$ cat src/rtl/wb_commit_monitor_pkg.sv
`default_nettype none
// +----------------------------------------------------------------------+
// | Module      : wb_monitor_pkg                                         |
// | Description : Shared types and widths for the write-back commit      |
// |               monitor (commit entry layout, halt FSM states).        |
// | Revision    : 1.0 - initial release                                  |
// +----------------------------------------------------------------------+
package wb_monitor_pkg;

  // Register data / PC width and destination index width of a commit entry
  localparam int MON_DATA_W = 32;
  localparam int MON_REG_W  = 5;

  // One recorded register-file commit
  typedef struct packed {
    logic [MON_DATA_W-1:0] pc;
    logic [MON_REG_W-1:0]  dest;
    logic [MON_DATA_W-1:0] data;
  } commit_entry_t;

  // Branch-to-self halt detector states
  typedef enum logic [1:0] {
    RUN     = 2'd0,
    SUSPECT = 2'd1,
    HALTED  = 2'd2
  } mon_state_e;

endpackage : wb_monitor_pkg
`default_nettype wire

$ cat src/rtl/wb_commit_monitor_if.sv
`default_nettype none
// +----------------------------------------------------------------------+
// | Module      : wb_commit_monitor_if                                   |
// | Description : Write-back tap and FWFT pop port of the commit monitor.|
// |               master = core/host side, slave = monitor side.         |
// | Revision    : 1.0 - initial release                                  |
// +----------------------------------------------------------------------+
interface wb_commit_monitor_if
  import wb_monitor_pkg::*;
#(
  parameter int DATA_W = MON_DATA_W,
  parameter int REG_W  = MON_REG_W
);
  // Write-back stage tap
  logic              wb_valid;
  logic              wb_wr_en;
  logic [REG_W-1:0]  wb_dest;
  logic [DATA_W-1:0] wb_data;
  logic [DATA_W-1:0] wb_pc;

  // Pop port
  logic              rd_ready;
  logic              rd_valid;
  logic [DATA_W-1:0] rd_pc;
  logic [REG_W-1:0]  rd_dest;
  logic [DATA_W-1:0] rd_data;

  modport master (
    output wb_valid, wb_wr_en, wb_dest, wb_data, wb_pc, rd_ready,
    input  rd_valid, rd_pc, rd_dest, rd_data
  );

  modport slave (
    input  wb_valid, wb_wr_en, wb_dest, wb_data, wb_pc, rd_ready,
    output rd_valid, rd_pc, rd_dest, rd_data
  );

endinterface : wb_commit_monitor_if
`default_nettype wire

$ cat src/rtl/wb_commit_monitor_commit_fifo.sv
`default_nettype none
// +----------------------------------------------------------------------+
// | Module      : commit_fifo                                            |
// | Description : First-word-fall-through synchronous FIFO of commit     |
// |               entries. Pointers carry a wrap bit to tell full from   |
// |               empty. Head reads as zero while empty.                 |
// | Revision    : 1.0 - initial release                                  |
// +----------------------------------------------------------------------+
module commit_fifo
  import wb_monitor_pkg::*;
#(
  parameter int DEPTH = 16
) (
  input  wire logic          clk,
  input  wire logic          rst,
  input  wire logic          push,
  input  wire logic          pop,
  input  commit_entry_t      wr_entry,
  output commit_entry_t      rd_entry,
  output logic               full,
  output logic               empty
);

  localparam int           AW      = $clog2(DEPTH);
  localparam logic [AW:0]  PTR_ONE = {{AW{1'b0}}, 1'b1};

  commit_entry_t mem [DEPTH];
  logic [AW:0]   wr_ptr;
  logic [AW:0]   rd_ptr;
  logic          do_push;
  logic          do_pop;

  assign empty = (wr_ptr == rd_ptr);
  assign full  = (wr_ptr[AW] != rd_ptr[AW]) && (wr_ptr[AW-1:0] == rd_ptr[AW-1:0]);

  // Pops on an empty FIFO are ignored; a full FIFO still accepts a push
  // when the head leaves in the same cycle.
  assign do_pop  = pop & ~empty;
  assign do_push = push & (~full | do_pop);

  // Head falls through from storage; zero when nothing is queued
  assign rd_entry = empty ? '0 : mem[rd_ptr[AW-1:0]];

  // Pointer update; reset discards all contents at once
  always_ff @(posedge clk) begin
    if (rst) begin
      wr_ptr <= '0;
      rd_ptr <= '0;
    end else begin
      if (do_push) wr_ptr <= wr_ptr + PTR_ONE;
      if (do_pop)  rd_ptr <= rd_ptr + PTR_ONE;
    end
  end

  // Entry storage, no reset needed since the head is masked while empty
  always_ff @(posedge clk) begin
    if (do_push) mem[wr_ptr[AW-1:0]] <= wr_entry;
  end

endmodule : commit_fifo
`default_nettype wire

$ cat src/rtl/wb_commit_monitor.sv
`default_nettype none
// +----------------------------------------------------------------------+
// | Module      : wb_commit_monitor                                      |
// | Description : Records register-file commits from the WB stage into   |
// |               a FWFT FIFO, keeps saturating retire/cycle/drop        |
// |               counters and detects the branch-to-self halt idiom.    |
// | Revision    : 1.0 - initial release                                  |
// +----------------------------------------------------------------------+
module wb_commit_monitor
  import wb_monitor_pkg::*;
#(
  parameter int DATA_W      = MON_DATA_W,
  parameter int REG_W       = MON_REG_W,
  parameter int DEPTH       = 16,
  parameter int HALT_REPEAT = 4,
  parameter int CNT_W       = 32
) (
  input  wire logic          clk,
  input  wire logic          rst,
  wb_commit_monitor_if.slave bus,
  output logic [CNT_W-1:0]   retired_count,
  output logic [CNT_W-1:0]   cycle_count,
  output logic [CNT_W-1:0]   drop_count,
  output logic               overflow,
  output logic               halted
);

  localparam int               RW        = $clog2(HALT_REPEAT) + 1;
  localparam logic [RW-1:0]    RPT_ONE   = {{(RW-1){1'b0}}, 1'b1};
  localparam logic [RW-1:0]    RPT_LIMIT = RW'(HALT_REPEAT - 1);
  localparam logic [CNT_W-1:0] CNT_ONE   = {{(CNT_W-1){1'b0}}, 1'b1};

  mon_state_e        state, state_nxt;
  logic [DATA_W-1:0] last_pc, last_pc_nxt;
  logic [RW-1:0]     repeat_q, repeat_nxt;
  logic [REG_W-1:0]  wb_dest_w;
  logic              same_pc;

  logic              push_req;
  logic              pop_req;
  logic              drop;
  logic              fifo_full;
  logic              fifo_empty;
  commit_entry_t     push_entry;
  commit_entry_t     head_entry;

  assign halted    = (state == HALTED);
  assign wb_dest_w = bus.wb_dest;
  assign same_pc   = (bus.wb_pc == last_pc);

  // Only real register writes are recorded; r0 is architecturally discarded
  assign push_req = bus.wb_valid & bus.wb_wr_en & (wb_dest_w != '0) & ~halted;
  assign pop_req  = bus.rd_ready & ~fifo_empty;
  assign drop     = push_req & fifo_full & ~pop_req;

  assign push_entry.pc   = bus.wb_pc;
  assign push_entry.dest = bus.wb_dest;
  assign push_entry.data = bus.wb_data;

  commit_fifo #(
    .DEPTH (DEPTH)
  ) u_fifo (
    .clk      (clk),
    .rst      (rst),
    .push     (push_req),
    .pop      (pop_req),
    .wr_entry (push_entry),
    .rd_entry (head_entry),
    .full     (fifo_full),
    .empty    (fifo_empty)
  );

  assign bus.rd_valid = ~fifo_empty;
  assign bus.rd_pc    = head_entry.pc;
  assign bus.rd_dest  = head_entry.dest;
  assign bus.rd_data  = head_entry.data;

  // Halt detector state register
  always_ff @(posedge clk) begin
    if (rst) begin
      state    <= RUN;
      last_pc  <= '0;
      repeat_q <= '0;
    end else begin
      state    <= state_nxt;
      last_pc  <= last_pc_nxt;
      repeat_q <= repeat_nxt;
    end
  end

  // Halt detector next state: count back-to-back retirements at one PC
  always_comb begin
    state_nxt   = state;
    last_pc_nxt = last_pc;
    repeat_nxt  = repeat_q;
    case (state)
      RUN: begin
        if (bus.wb_valid) begin
          last_pc_nxt = bus.wb_pc;
          if (same_pc) begin
            repeat_nxt = RPT_ONE;
            state_nxt  = (RPT_LIMIT == RPT_ONE) ? HALTED : SUSPECT;
          end
        end
      end
      SUSPECT: begin
        if (bus.wb_valid) begin
          last_pc_nxt = bus.wb_pc;
          if (same_pc) begin
            repeat_nxt = repeat_q + RPT_ONE;
            if ((repeat_q + RPT_ONE) == RPT_LIMIT) state_nxt = HALTED;
          end else begin
            repeat_nxt = '0;
            state_nxt  = RUN;
          end
        end
      end
      HALTED: begin
        state_nxt = HALTED;
      end
      default: begin
        state_nxt  = RUN;
        repeat_nxt = '0;
      end
    endcase
  end

  // Saturating statistics, frozen once halted
  always_ff @(posedge clk) begin
    if (rst) begin
      retired_count <= '0;
      cycle_count   <= '0;
      drop_count    <= '0;
      overflow      <= 1'b0;
    end else if (!halted) begin
      if (cycle_count != '1) cycle_count <= cycle_count + CNT_ONE;
      if (bus.wb_valid && (retired_count != '1)) retired_count <= retired_count + CNT_ONE;
      if (drop) begin
        overflow <= 1'b1;
        if (drop_count != '1) drop_count <= drop_count + CNT_ONE;
      end
    end
  end

endmodule : wb_commit_monitor
`default_nettype wire

$ cat src/flat_wrapper.sv
// flat-port wrapper written by rule: the top's interface ports become plain ports
module wb_commit_monitor_flat import wb_monitor_pkg::*;
#(
  parameter int DATA_W      = MON_DATA_W,
  parameter int REG_W       = MON_REG_W,
  parameter int DEPTH       = 16,
  parameter int HALT_REPEAT = 4,
  parameter int CNT_W       = 32
)
  (clk, rst, retired_count, cycle_count, drop_count, overflow, halted, bus_wb_valid, bus_wb_wr_en, bus_wb_dest, bus_wb_data, bus_wb_pc, bus_rd_ready, bus_rd_valid, bus_rd_pc, bus_rd_dest, bus_rd_data);
  wb_commit_monitor_if #(.DATA_W(DATA_W), .REG_W(REG_W)) bus_i ();
  input  wire logic clk;
  input  wire logic rst;
  output logic [CNT_W-1:0] retired_count;
  output logic [CNT_W-1:0] cycle_count;
  output logic [CNT_W-1:0] drop_count;
  output logic overflow;
  output logic halted;
  input wire logic [$bits(bus_i.wb_valid)-1:0] bus_wb_valid;
  input wire logic [$bits(bus_i.wb_wr_en)-1:0] bus_wb_wr_en;
  input wire logic [$bits(bus_i.wb_dest)-1:0] bus_wb_dest;
  input wire logic [$bits(bus_i.wb_data)-1:0] bus_wb_data;
  input wire logic [$bits(bus_i.wb_pc)-1:0] bus_wb_pc;
  input wire logic [$bits(bus_i.rd_ready)-1:0] bus_rd_ready;
  output wire logic [$bits(bus_i.rd_valid)-1:0] bus_rd_valid;
  output wire logic [$bits(bus_i.rd_pc)-1:0] bus_rd_pc;
  output wire logic [$bits(bus_i.rd_dest)-1:0] bus_rd_dest;
  output wire logic [$bits(bus_i.rd_data)-1:0] bus_rd_data;
  assign bus_i.wb_valid = bus_wb_valid;
  assign bus_i.wb_wr_en = bus_wb_wr_en;
  assign bus_i.wb_dest = bus_wb_dest;
  assign bus_i.wb_data = bus_wb_data;
  assign bus_i.wb_pc = bus_wb_pc;
  assign bus_i.rd_ready = bus_rd_ready;
  assign bus_rd_valid = bus_i.rd_valid;
  assign bus_rd_pc = bus_i.rd_pc;
  assign bus_rd_dest = bus_i.rd_dest;
  assign bus_rd_data = bus_i.rd_data;
  wb_commit_monitor #(.DATA_W(DATA_W), .REG_W(REG_W), .DEPTH(DEPTH), .HALT_REPEAT(HALT_REPEAT), .CNT_W(CNT_W)) u_core (.clk(clk), .rst(rst), .bus(bus_i), .retired_count(retired_count), .cycle_count(cycle_count), .drop_count(drop_count), .overflow(overflow), .halted(halted));
endmodule
$ cat config.mk
export PLATFORM = sky130hd
export DESIGN_NAME = wb_commit_monitor_flat
export DESIGN_NICKNAME = d
export VERILOG_FILES = /design/src/rtl/wb_commit_monitor_pkg.sv /design/src/rtl/wb_commit_monitor_if.sv /design/src/rtl/wb_commit_monitor_commit_fifo.sv /design/src/rtl/wb_commit_monitor.sv /design/src/flat_wrapper.sv
export SDC_FILE = /design/constraint.sdc
export NUM_CORES = 1
export LEC_CHECK = 0
export CORE_MARGIN = 10
export CORE_UTILIZATION = 45
export CTS_CLUSTER_DIAMETER = 30
export DETAILED_ROUTE_END_ITERATION = 10
export GPL_TIMING_DRIVEN = 0
export PLACE_DENSITY = 0.74
export SETUP_SLACK_MARGIN = 0.02
export SYNTH_ARGS = -nofsm -noshare
export SYNTH_HDL_FRONTEND = slang
export SYNTH_HIERARCHICAL = 1
export SYNTH_SLANG_ARGS = --single-unit
export TNS_END_PERCENT = 5
$ cat constraint.sdc
create_clock -name clk -period 19 [get_ports clk]
set_input_delay 1.9 -clock clk [delete_from_list [all_inputs] [get_ports clk]]
set_output_delay 1.9 -clock clk [all_outputs]
set_load 0.01 [all_outputs]
==> results.json, run 1 <==
{
  "num_vias": 27800,
  "clock_tree.buffer_depth": 3,
  "fmax_mhz": 153,
  "max_slew_margin_pct": 3.28,
  "synth_area_um2": 48500,
  "yosys-top-cells-area": "edfxtp_1, mux4_2, dfxtp_1, o22ai_1, xor2_1",
  "cp-end-kind": "output pin",
  "setup_viol": 0,
  "synth_area_leader_cell": "edfxtp_1",
  "holdWs_ps": 463,
  "power.density_nw_per_um2": 118,
  "synth_cells": 2561,
  "cts_buffers": 210,
  "rsz0062_at_grt": "false",
  "synth_fa_ha_area_share_pct": 0.258,
  "grt_pass1_vias": 28900,
  "avgRoutedWirePerCell_um": 28.5,
  "design_area_um2": 60900,
  "grtUsageTotal_pct": 21.6,
  "yosys.area_share.simple_pct": 5.44,
  "port_buffers": 241,
  "totalWireLength_um": 132000,
  "synth_seq_cells": 1252,
  "synthMuxAreaShare_pct": 12.9,
  "syn2layout_area_growth_pct": 25.7,
  "cap_violations": 0,
  "post_cts_buffers": 0,
  "boundaryPins": 242,
  "postRouteAntennaNets": 0,
  "min_period_over_period_pct": 34.4,
  "vdd_ir_drop_max_v": 0.0000879,
  "ys_seq_area_share_pct": 74.5,
  "switchingPower_w": 0.00157,
  "clockPowerShare_pct": 55.0,
  "cp_data_required_time_ps": 17100,
  "grt_pass1_wl_um": 195000,
  "cp.arrival_ps": 4650,
  "ys_warn_count": 6,
  "dieHeight_um": 348,
  "rows": 120,
  "cts_resized": 0,
  "core_um2": 107000,
  "power_frac_comb_pct": 3.1,
  "die_area_um2": 121000,
  "drc": 0,
  "syn_avg_cell_area_um2": 18.9,
  "gr-total-overflow": 0,
  "layout_commonest_cell": "edfxtp_1",
  "clkTransAtPathRegs_ps": 60,
  "hold_class": "reg -> reg",
  "hold_violations": 0,
  "cts_root_buffer": "clkbuf_16",
  "cts_max_level": 4,
  "p_int_w": 0.00564,
  "status": "finished, final reports clean",
  "drv_slew": 0,
  "dp_hpwl_um": 75500,
  "fin_skew_ps": 89.1,
  "clk_latency_ps": 830,
  "drive_gt1_share_pct": 24.1,
  "p_seq_share_pct": 41.9,
  "grt_max_degree": 46,
  "cp-start-kind": "register",
  "die_x_um": 348,
  "synth_top_family_by_area": "multiplexers",
  "dr.pass1.iters": 7,
  "most-common-layout-cells": "edfxtp_1, mux4_2, clkdlybuf4s50_1",
  "cts_sinks": 1252,
  "yosys.area.top_type_share_pct": 68.4,
  "synth-compound-area-share_pct": 2.89,
  "finalSetupTns_ps": 0,
  "place.gp.congestion": 0.807,
  "critPathKind": "reg -> out",
  "cts_tree": "built",
  "dpl_cell_area_um2": 53300,
  "synth-xor-area-share_pct": 2.24,
  "switching_share_pct": 21.8,
  "syn-num-nets": 2645,
  "fin_nets": 3132,
  "via_per_inst": 5.99,
  "utilization_pct": 56.9,
  "ctsHoldBuffers": 0,
  "leakagePower_nw": 19.3,
  "detail_route.iter0.violations": 3122,
  "antenna_found_initial": 18,
  "start_util_pct": 45.3,
  "fin_crit_ps": 6550,
  "crit_fanout": 10,
  "tightest_slew_ps": 1450,
  "synth.distinct_cells": 57
}
path summary, 6_finish.rpt:
path	start	to	slack, ps	depth (start not counted)
min reg2reg	u_core/last_pc[24]	u_core/last_pc[24]	460	2
min	u_core/last_pc[24]	u_core/last_pc[24]	460	2
max	register	bus_rd_pc[13]	12450	7
max reg2reg	u_core/u_fifo/wr_ptr[1]	u_core/drop_count[27]	13790	12
registers in the layout, indices dropped and copies added (netlist names), named ones only:
register              flops
u_core/u_fifo/mem      1104
u_core/state              2
u_core/u_fifo/rd_ptr      5
u_core/drop_count        32
u_core/overflow           1
u_core/u_fifo/wr_ptr      5
u_core/last_pc           32
u_core/repeat_q           3
u_core/cycle_count       32
u_core/retired_count     32
kinds of logic (layout without fill, tap and decap cells):
logic type | Yosys count | after routing
compound gates | 229 | 229
buf+inv | 152 | 821
flops | 1252 | 1252
fa+ha+maj | 10 | 10
mux | 280 | 280
xor+xnor | 122 | 122
simple gates | 516 | 516
other cells | 0 | 7
worst max-delay path: stages (launching register included):
cell and delay, ps:
dfxtp_1 310, buf_2 190, buf_2 250, nand2_1 660, clkbuf_1 710, o22ai_1 220, nor3_1 770, clkdlybuf4s50_1 700
area by class of cell:
class | count | area (um^2)
multi-input cells | 1157 | 11600
diodes | 7 | 17.5
fillers | 7740 | 46100
well taps | 1403 | 1760
clock buffers | 232 | 5400
flip-flops and latches | 1252 | 36100
clock inverters | 162 | 2160
repair buffers | 275 | 3050
plain buffers | 136 | 779
inverters | 16 | 60.1
per-layer routing:
metal | global-route usage (%) | vias to the layer above | wire length (um)
met2 | 35.4 | 1607 | 65200
met5 | 0 | - | 161
met3 | 5.98 | 272 | 14100
met4 | 7.32 | 22 | 3710
li1 | - | 11500 | -
met1 | 27.6 | 14400 | 49200
Yosys cell counts (all sizes together):
| cell type | count |
|---|---|
| a211oi | 2 |
| a21oi | 51 |
| a311oi | 3 |
| a31oi | 2 |
| a41oi | 1 |
| and2 | 14 |
| and3 | 37 |
| and4 | 14 |
| buf | 91 |
| clkbuf | 45 |
| dfxtp | 148 |
| edfxtp | 1104 |
| ha | 10 |
| inv | 16 |
| mux2 | 2 |
| mux2i | 2 |
| mux4 | 276 |
| nand2 | 104 |
| nand2b | 6 |
| nand3 | 48 |
| nand4 | 43 |
| nand4b | 2 |
| nor2 | 109 |
| nor2b | 9 |
| nor3 | 89 |
| nor3b | 4 |
| nor4 | 12 |
| nor4b | 1 |
| o211ai | 7 |
| o21ai | 17 |
| o22ai | 139 |
| o311a | 1 |
| o311ai | 2 |
| o31a | 2 |
| o31ai | 1 |
| o41ai | 1 |
| or2 | 5 |
| or3 | 12 |
| or3b | 1 |
| or4 | 5 |
| or4b | 1 |
| xnor2 | 61 |
| xor2 | 61 |
power by group through the flow:
stage	Clock (W)	Combinational, W	Sequential, W
6_report	0.00397	0.000222	0.00302
5_1_grt	0.00414	0.000237	0.00302
4_1_cts	0.00401	0.000224	0.00302
3_5_place_dp	0	0.000221	0.00308
3_3_place_gp	0	0.000214	0.00308
2_1_floorplan	0	0.0000904	0.00307
per-stage QoR:
| stage | cells | power (W) | setup slack [ps] |
|---|---|---|---|
| 5_1_grt | 4637 | 0.00739 | 12420 |
| 2_1_floorplan | 2561 | 0.00317 | 10370 |
| 3_3_place_gp | 4205 | 0.00329 | 2620 |
| 3_5_place_dp | 4239 | 0.00330 | 12880 |
| 6_report | 4640 | 0.00721 | 12450 |
| 4_1_cts | 4633 | 0.00726 | 12510 |
No activity file was read; power rests on OpenSTA's default activity.
==> run 2: changes to the inputs <==
--- a/config.mk
+++ b/config.mk
@@ -10,7 +10,7 @@
 export CTS_CLUSTER_DIAMETER = 30
 export DETAILED_ROUTE_END_ITERATION = 10
 export GPL_TIMING_DRIVEN = 0
-export PLACE_DENSITY = 0.74
+export PLACE_DENSITY = 0.76
 export SETUP_SLACK_MARGIN = 0.02
 export SYNTH_ARGS = -nofsm -noshare
 export SYNTH_HDL_FRONTEND = slang
==> constraint.sdc (replaced) <==
create_clock -name clk -period 5.4 [get_ports clk]
set_input_delay 0.54 -clock clk [delete_from_list [all_inputs] [get_ports clk]]
set_output_delay 0.54 -clock clk [all_outputs]
set_load 0.01 [all_outputs]
==> run 2 against run 1 <==
Clock skew decreased by 19 ps. Critical path depth rose by 5. Sequential power grew to 3.5 times the previous value. Clock power rose to 3.3 times the previous value. Combinational power grew to 3.5 times the previous value. Final cell count is 0.28% lower. Non-clock buffer count is 3 lower. Worst hold slack hardly changed. Worst setup slack worse by 12000 ps. Count of clock-buffer cells in the layout rose by 8. Total power increased to 3.4 times the previous value. Register-to-register slack worse by 14000 ps.
==> results.json, run 2 (synthesis results as in run 1) <==
{
  "status": "finished, final reports clean",
  "vdd_ir_drop_max_v": 0.000284,
  "clock_tree.buffer_depth": 3,
  "ctsHoldBuffers": 0,
  "cts_tree": "built",
  "cp-end-kind": "register",
  "cts_resized": 0,
  "max_slew_margin_pct": 14.6,
  "clk_latency_ps": 810,
  "post_cts_buffers": 0,
  "cp_data_required_time_ps": 6050,
  "critPathKind": "reg -> reg",
  "most-common-layout-cells": "edfxtp_1, mux4_2, clkdlybuf4s50_1",
  "dp.cells": 4236,
  "rows": 120,
  "r2r_cells": 12,
  "layoutNonFillerInstCount": 4627,
  "cp.arrival_ps": 5780,
  "cap_violations": 0,
  "cts_buffers": 206,
  "fin_skew_ps": 70.2,
  "cts_root_buffer": "clkbuf_16",
  "avgRoutedWirePerCell_um": 28.7,
  "place.gp.congestion": 0.822,
  "grt_max_degree": 43,
  "die_x_um": 348,
  "cts_sinks": 1252,
  "layout_commonest_cell": "edfxtp_1",
  "via_per_inst": 6.02,
  "postRouteAntennaNets": 0,
  "r2r-end": "u_core/drop_count[27]",
  "dr.pass1.iters": 5,
  "holdCritStartpoint": "u_core/last_pc[31]",
  "antenna_found_initial": 23,
  "clkTransAtPathRegs_ps": 50,
  "totalWireLength_um": 133000,
  "hold_class": "reg -> reg",
  "setup_viol": 0,
  "leakagePower_nw": 19.1,
  "multiInputGateArea_um2": 11600,
  "boundaryPins": 242,
  "total_power_w": 0.0246,
  "start_util_pct": 45.3,
  "syn2layout_area_growth_pct": 24.9,
  "fmax_mhz": 195,
  "drive_gt1_share_pct": 23.7,
  "die_area_um2": 121000,
  "crit_fanout": 11,
  "final-seq-area_um2": 36100,
  "r2r-start": "u_core/u_fifo/wr_ptr[0]",
  "gr-total-overflow": 0,
  "num_vias": 27900,
  "utilization_pct": 56.5,
  "rsz0062_at_grt": "false",
  "cts_max_level": 4,
  "core_um2": 107000,
  "tightest_slew_ps": 1280,
  "grtUsageTotal_pct": 21.6,
  "cp-start-kind": "register",
  "power.density_nw_per_um2": 406,
  "grt_pass1_wl_um": 193000,
  "r2r_setup_slack_ps": 270,
  "grt_pass1_vias": 28700,
  "port_buffers": 241,
  "drc": 0,
  "dp_slack_ps": 641,
  "detail_route.iter0.violations": 3129,
  "dp_hpwl_um": 76700,
  "fin_crit_ps": 5130,
  "num-fill-cells": 7696,
  "fin_nets": 3125,
  "hold_depth": 2,
  "hold_violations": 0,
  "worst_slack_ps": 272,
  "dieHeight_um": 348,
  "min_period_over_period_pct": 95.0,
  "whs_endpoint": "u_core/last_pc[31]",
  "largest_register_ffs": 1104,
  "drv_slew": 0
}
run 2: worst max-delay path by stage:
stage | end | depth (start not counted) | start
after detailed placement | u_core/drop_count[27] | 12 | u_core/u_fifo/wr_ptr[0]
final | u_core/drop_count[27] | 12 | u_core/u_fifo/wr_ptr[0]
after CTS | bus_rd_pc[13] | 7 | register
after global placement | u_core/u_fifo/mem[3][21] | 9 | bus_wb_valid
after global routing | bus_rd_pc[13] | 7 | register
after floorplan | u_core/u_fifo/mem[3][0] | 10 | u_core/state[0]
run 2: stage by stage:
| stage | TNS, ps | area (um^2) | hold slack (ps) |
|---|---|---|---|
| after floorplan | -103750 | 48500 | 449 |
| after global placement | -2179590 | 52600 | 455 |
| after detailed placement | 0 | 53400 | 459 |
| after CTS | 0 | 60500 | 465 |
| after global routing | 0 | 60500 | 483 |
| final | 0 | 60500 | 462 |
run 2: cell type report:
class / instances / area share, %
Multi-Input combinational cell: 1157 / 19.2
Clock buffer: 240 / 8.88
Clock inverter: 146 / 2.89
Buffer: 136 / 1.29
Sequential cell: 1252 / 59.7
Inverter: 16 / 0.0992
Antenna cell: 5 / 0.0207
Tap cell: 1403 / 2.90
Timing Repair Buffer: 272 / 5.10
run 2: layer usage:
layer  track usage, %  vias up  routed length, um
met4             7.66       34               3630
met5                0        -                237
met3             7.26      289              15100
met2             35.0     1777              65800
met1             26.9    14300              48000
li1                 -    11500                  -
run 2: worst max-delay path, cell delays in order, from the launching register on:
cell and delay (ps):
dfxtp_1 410, xnor2_1 380, nand4_4 270, nor2_1 1020, buf_2 570, nor2b_1 340
or4b_1 560, buf_2 170, or2_1 210, buf_4 170, nor4_4 320, and3_1 210
mux2_1 330
run 2: where the power goes:
group | internal, W | total, W | switching (W)
Sequential | 0.0106 | 0.0106 | 0.0000299
Clock | 0.00824 | 0.0132 | 0.00492
Combinational | 0.000298 | 0.000779 | 0.000482
Total | 0.0191 | 0.0246 | 0.00543
==> run 3: changes to the inputs <==
--- a/config.mk
+++ b/config.mk
@@ -5,12 +5,14 @@
 export SDC_FILE = /design/constraint.sdc
 export NUM_CORES = 1
 export LEC_CHECK = 0
+export CELL_PAD_IN_SITES_DETAIL_PLACEMENT = 1
+export CELL_PAD_IN_SITES_GLOBAL_PLACEMENT = 1
 export CORE_MARGIN = 10
 export CORE_UTILIZATION = 45
 export CTS_CLUSTER_DIAMETER = 30
 export DETAILED_ROUTE_END_ITERATION = 10
 export GPL_TIMING_DRIVEN = 0
-export PLACE_DENSITY = 0.76
+export PLACE_DENSITY = 0.84
 export SETUP_SLACK_MARGIN = 0.02
 export SYNTH_ARGS = -nofsm -noshare
 export SYNTH_HDL_FRONTEND = slang
==> run 3 against run 2 <==
Clock skew decreased by 3.3 ps. Final area is 1.2% higher. Clock power grew 9.8%. Sequential power hardly changed. Wire length grew 17%. Worst setup slack improved by 57 ps. Final cell count is 0.76% higher. Utilization increased by 0.67 points. Total power up 5.8%. First-iteration DRC count is 12% higher. Via count up 3.8%.
==> results.json, run 3 (synthesis results as in run 1) <==
{
  "totalWireLength_um": 155000,
  "crit_fanout": 10,
  "avgRoutedWirePerCell_um": 33.3,
  "clock_tree.buffer_depth": 3,
  "gr-total-overflow": 0,
  "die_area_um2": 121000,
  "grt_pass1_wl_um": 224000,
  "leakagePower_nw": 19.4,
  "power.density_nw_per_um2": 424,
  "max_slew_margin_pct": 19.8,
  "cts_root_buffer": "clkbuf_16",
  "setup_viol": 0,
  "most-common-layout-cells": "edfxtp_1, mux4_2, clkdlybuf4s50_1",
  "grt_max_degree": 44,
  "finalSetupTns_ps": 0,
  "start_util_pct": 45.3,
  "hold_violations": 0,
  "postRouteAntennaNets": 0,
  "drive_gt1_share_pct": 24.4,
  "clk_latency_ps": 830,
  "crit_slowest_cell": "nor3_1",
  "grt_pass1_vias": 31200,
  "cp-start-kind": "register",
  "dieHeight_um": 348,
  "cts_resized": 0,
  "cts_buffers": 221,
  "ctsHoldBuffers": 0,
  "cts_sinks": 1252,
  "boundaryPins": 242,
  "fmax_mhz": 197,
  "cp-end-kind": "output pin",
  "die_x_um": 348,
  "min_period_over_period_pct": 93.9,
  "num_vias": 28900,
  "cp_data_required_time_ps": 4860,
  "fin_skew_ps": 66.9,
  "drv_slew": 0,
  "detail_route.iter0.violations": 3505,
  "port_buffers": 241,
  "layoutNonFillerInstCount": 4662,
  "core_um2": 107000,
  "fin_nets": 3141,
  "status": "finished, final reports clean",
  "cts_tree": "built",
  "syn2layout_area_growth_pct": 26.4,
  "antenna_found_initial": 22,
  "fin_crit_ps": 5070,
  "dr.pass1.iters": 5,
  "dp_hpwl_um": 86800,
  "layout_commonest_cell": "edfxtp_1",
  "drc": 0,
  "vdd_ir_drop_max_v": 0.000329,
  "largest_register_ffs": 1104,
  "tightest_slew_ps": 1200,
  "post_cts_buffers": 0,
  "hold_class": "reg -> reg",
  "rows": 120,
  "grtUsageTotal_pct": 25.3,
  "utilization_pct": 57.2,
  "critPathKind": "reg -> out",
  "r2r_setup_slack_ps": 600,
  "place.gp.congestion": 0.803,
  "num-fill-cells": 9378,
  "via_per_inst": 6.21,
  "cap_violations": 0,
  "cts_max_level": 4,
  "cp.arrival_ps": 4530,
  "dp.cells": 4237,
  "clkTransAtPathRegs_ps": 50,
  "worst_path_largest_cell_delay_ps": 760,
  "rsz0062_at_grt": "false",
  "cp_cell_sequence": "buf_2, buf_2, nand2_1, clkbuf_1, o22ai_1, nor3_1, clkdlybuf4s50_1",
  "crit_top_cell": "buf_2"
}
run 3: cell count changes in the layout (fill, tap and decap cells not counted), sizes merged:
cell / previous run / this run
clkinvlp: 21 / 34
buf: 122 / 123
diode: 5 / 6
clkbuf: 285 / 289
inv: 58 / 42
bufinv: 20 / 34
clkinv: 63 / 81
run 3: report_power, final:
| part | total (W) | switching, W | leakage (nW) | internal, W |
|---|---|---|---|---|
| clock network | 0.0145 | 0.00526 | 3.72 | 0.00929 |
| logic | 0.000814 | 0.000516 | 4.58 | 0.000298 |
| registers | 0.0106 | 0.0000348 | 11.1 | 0.0106 |
| total | 0.0260 | 0.00581 | 19.4 | 0.0202 |
run 3: worst max-delay path: cells and delay by family (launching register included):
family / cells / cell delay, ps
flops: 1 / 320
simple gates: 2 / 1490
compound gates: 1 / 230
buf+inv: 4 / 1660
run 3: area by class of cell:
class / instances / area, um^2 / share of cell area, %
flip-flops and latches: 1252 / 36100 / 59.0
multi-input cells: 1157 / 11600 / 18.9
clock buffers: 244 / 5670 / 9.25
repair buffers: 273 / 3070 / 5.02
clock inverters: 175 / 2180 / 3.57
well taps: 1403 / 1760 / 2.87
plain buffers: 136 / 779 / 1.27
inverters: 16 / 60.1 / 0.0981
diodes: 6 / 15.0 / 0.0245
run 3: through the flow:
step                power, W  cell area [um^2]  setup slack, ps  hold WS, ps
finish                0.0260             61300              329          472
global route          0.0267             61200              203          493
CTS                   0.0261             61200              290          471
detailed placement    0.0116             53400              358          461
global placement      0.0116             52600            -7660          455
floorplan             0.0111             48500            -1500          449
run 3: final timing paths:
| path | startpoint | end | cells after the start |
|---|---|---|---|
| min reg2reg | u_core/last_pc[25] | u_core/last_pc[25] | 2 |
| min | u_core/last_pc[25] | u_core/last_pc[25] | 2 |
| max | register | bus_rd_pc[14] | 7 |
| max reg2reg | u_core/u_fifo/wr_ptr[0] | u_core/drop_count[27] | 12 |
run 3: per-layer routing:
metal | track usage [%] | wire, um | share of wire [%]
met4 | 10.5 | 5640 | 3.6
met2 | 43.1 | 79400 | 51
met5 | 0 | 206 | 0.13
met1 | 30.5 | 54700 | 35
met3 | 6.67 | 15300 | 9.8
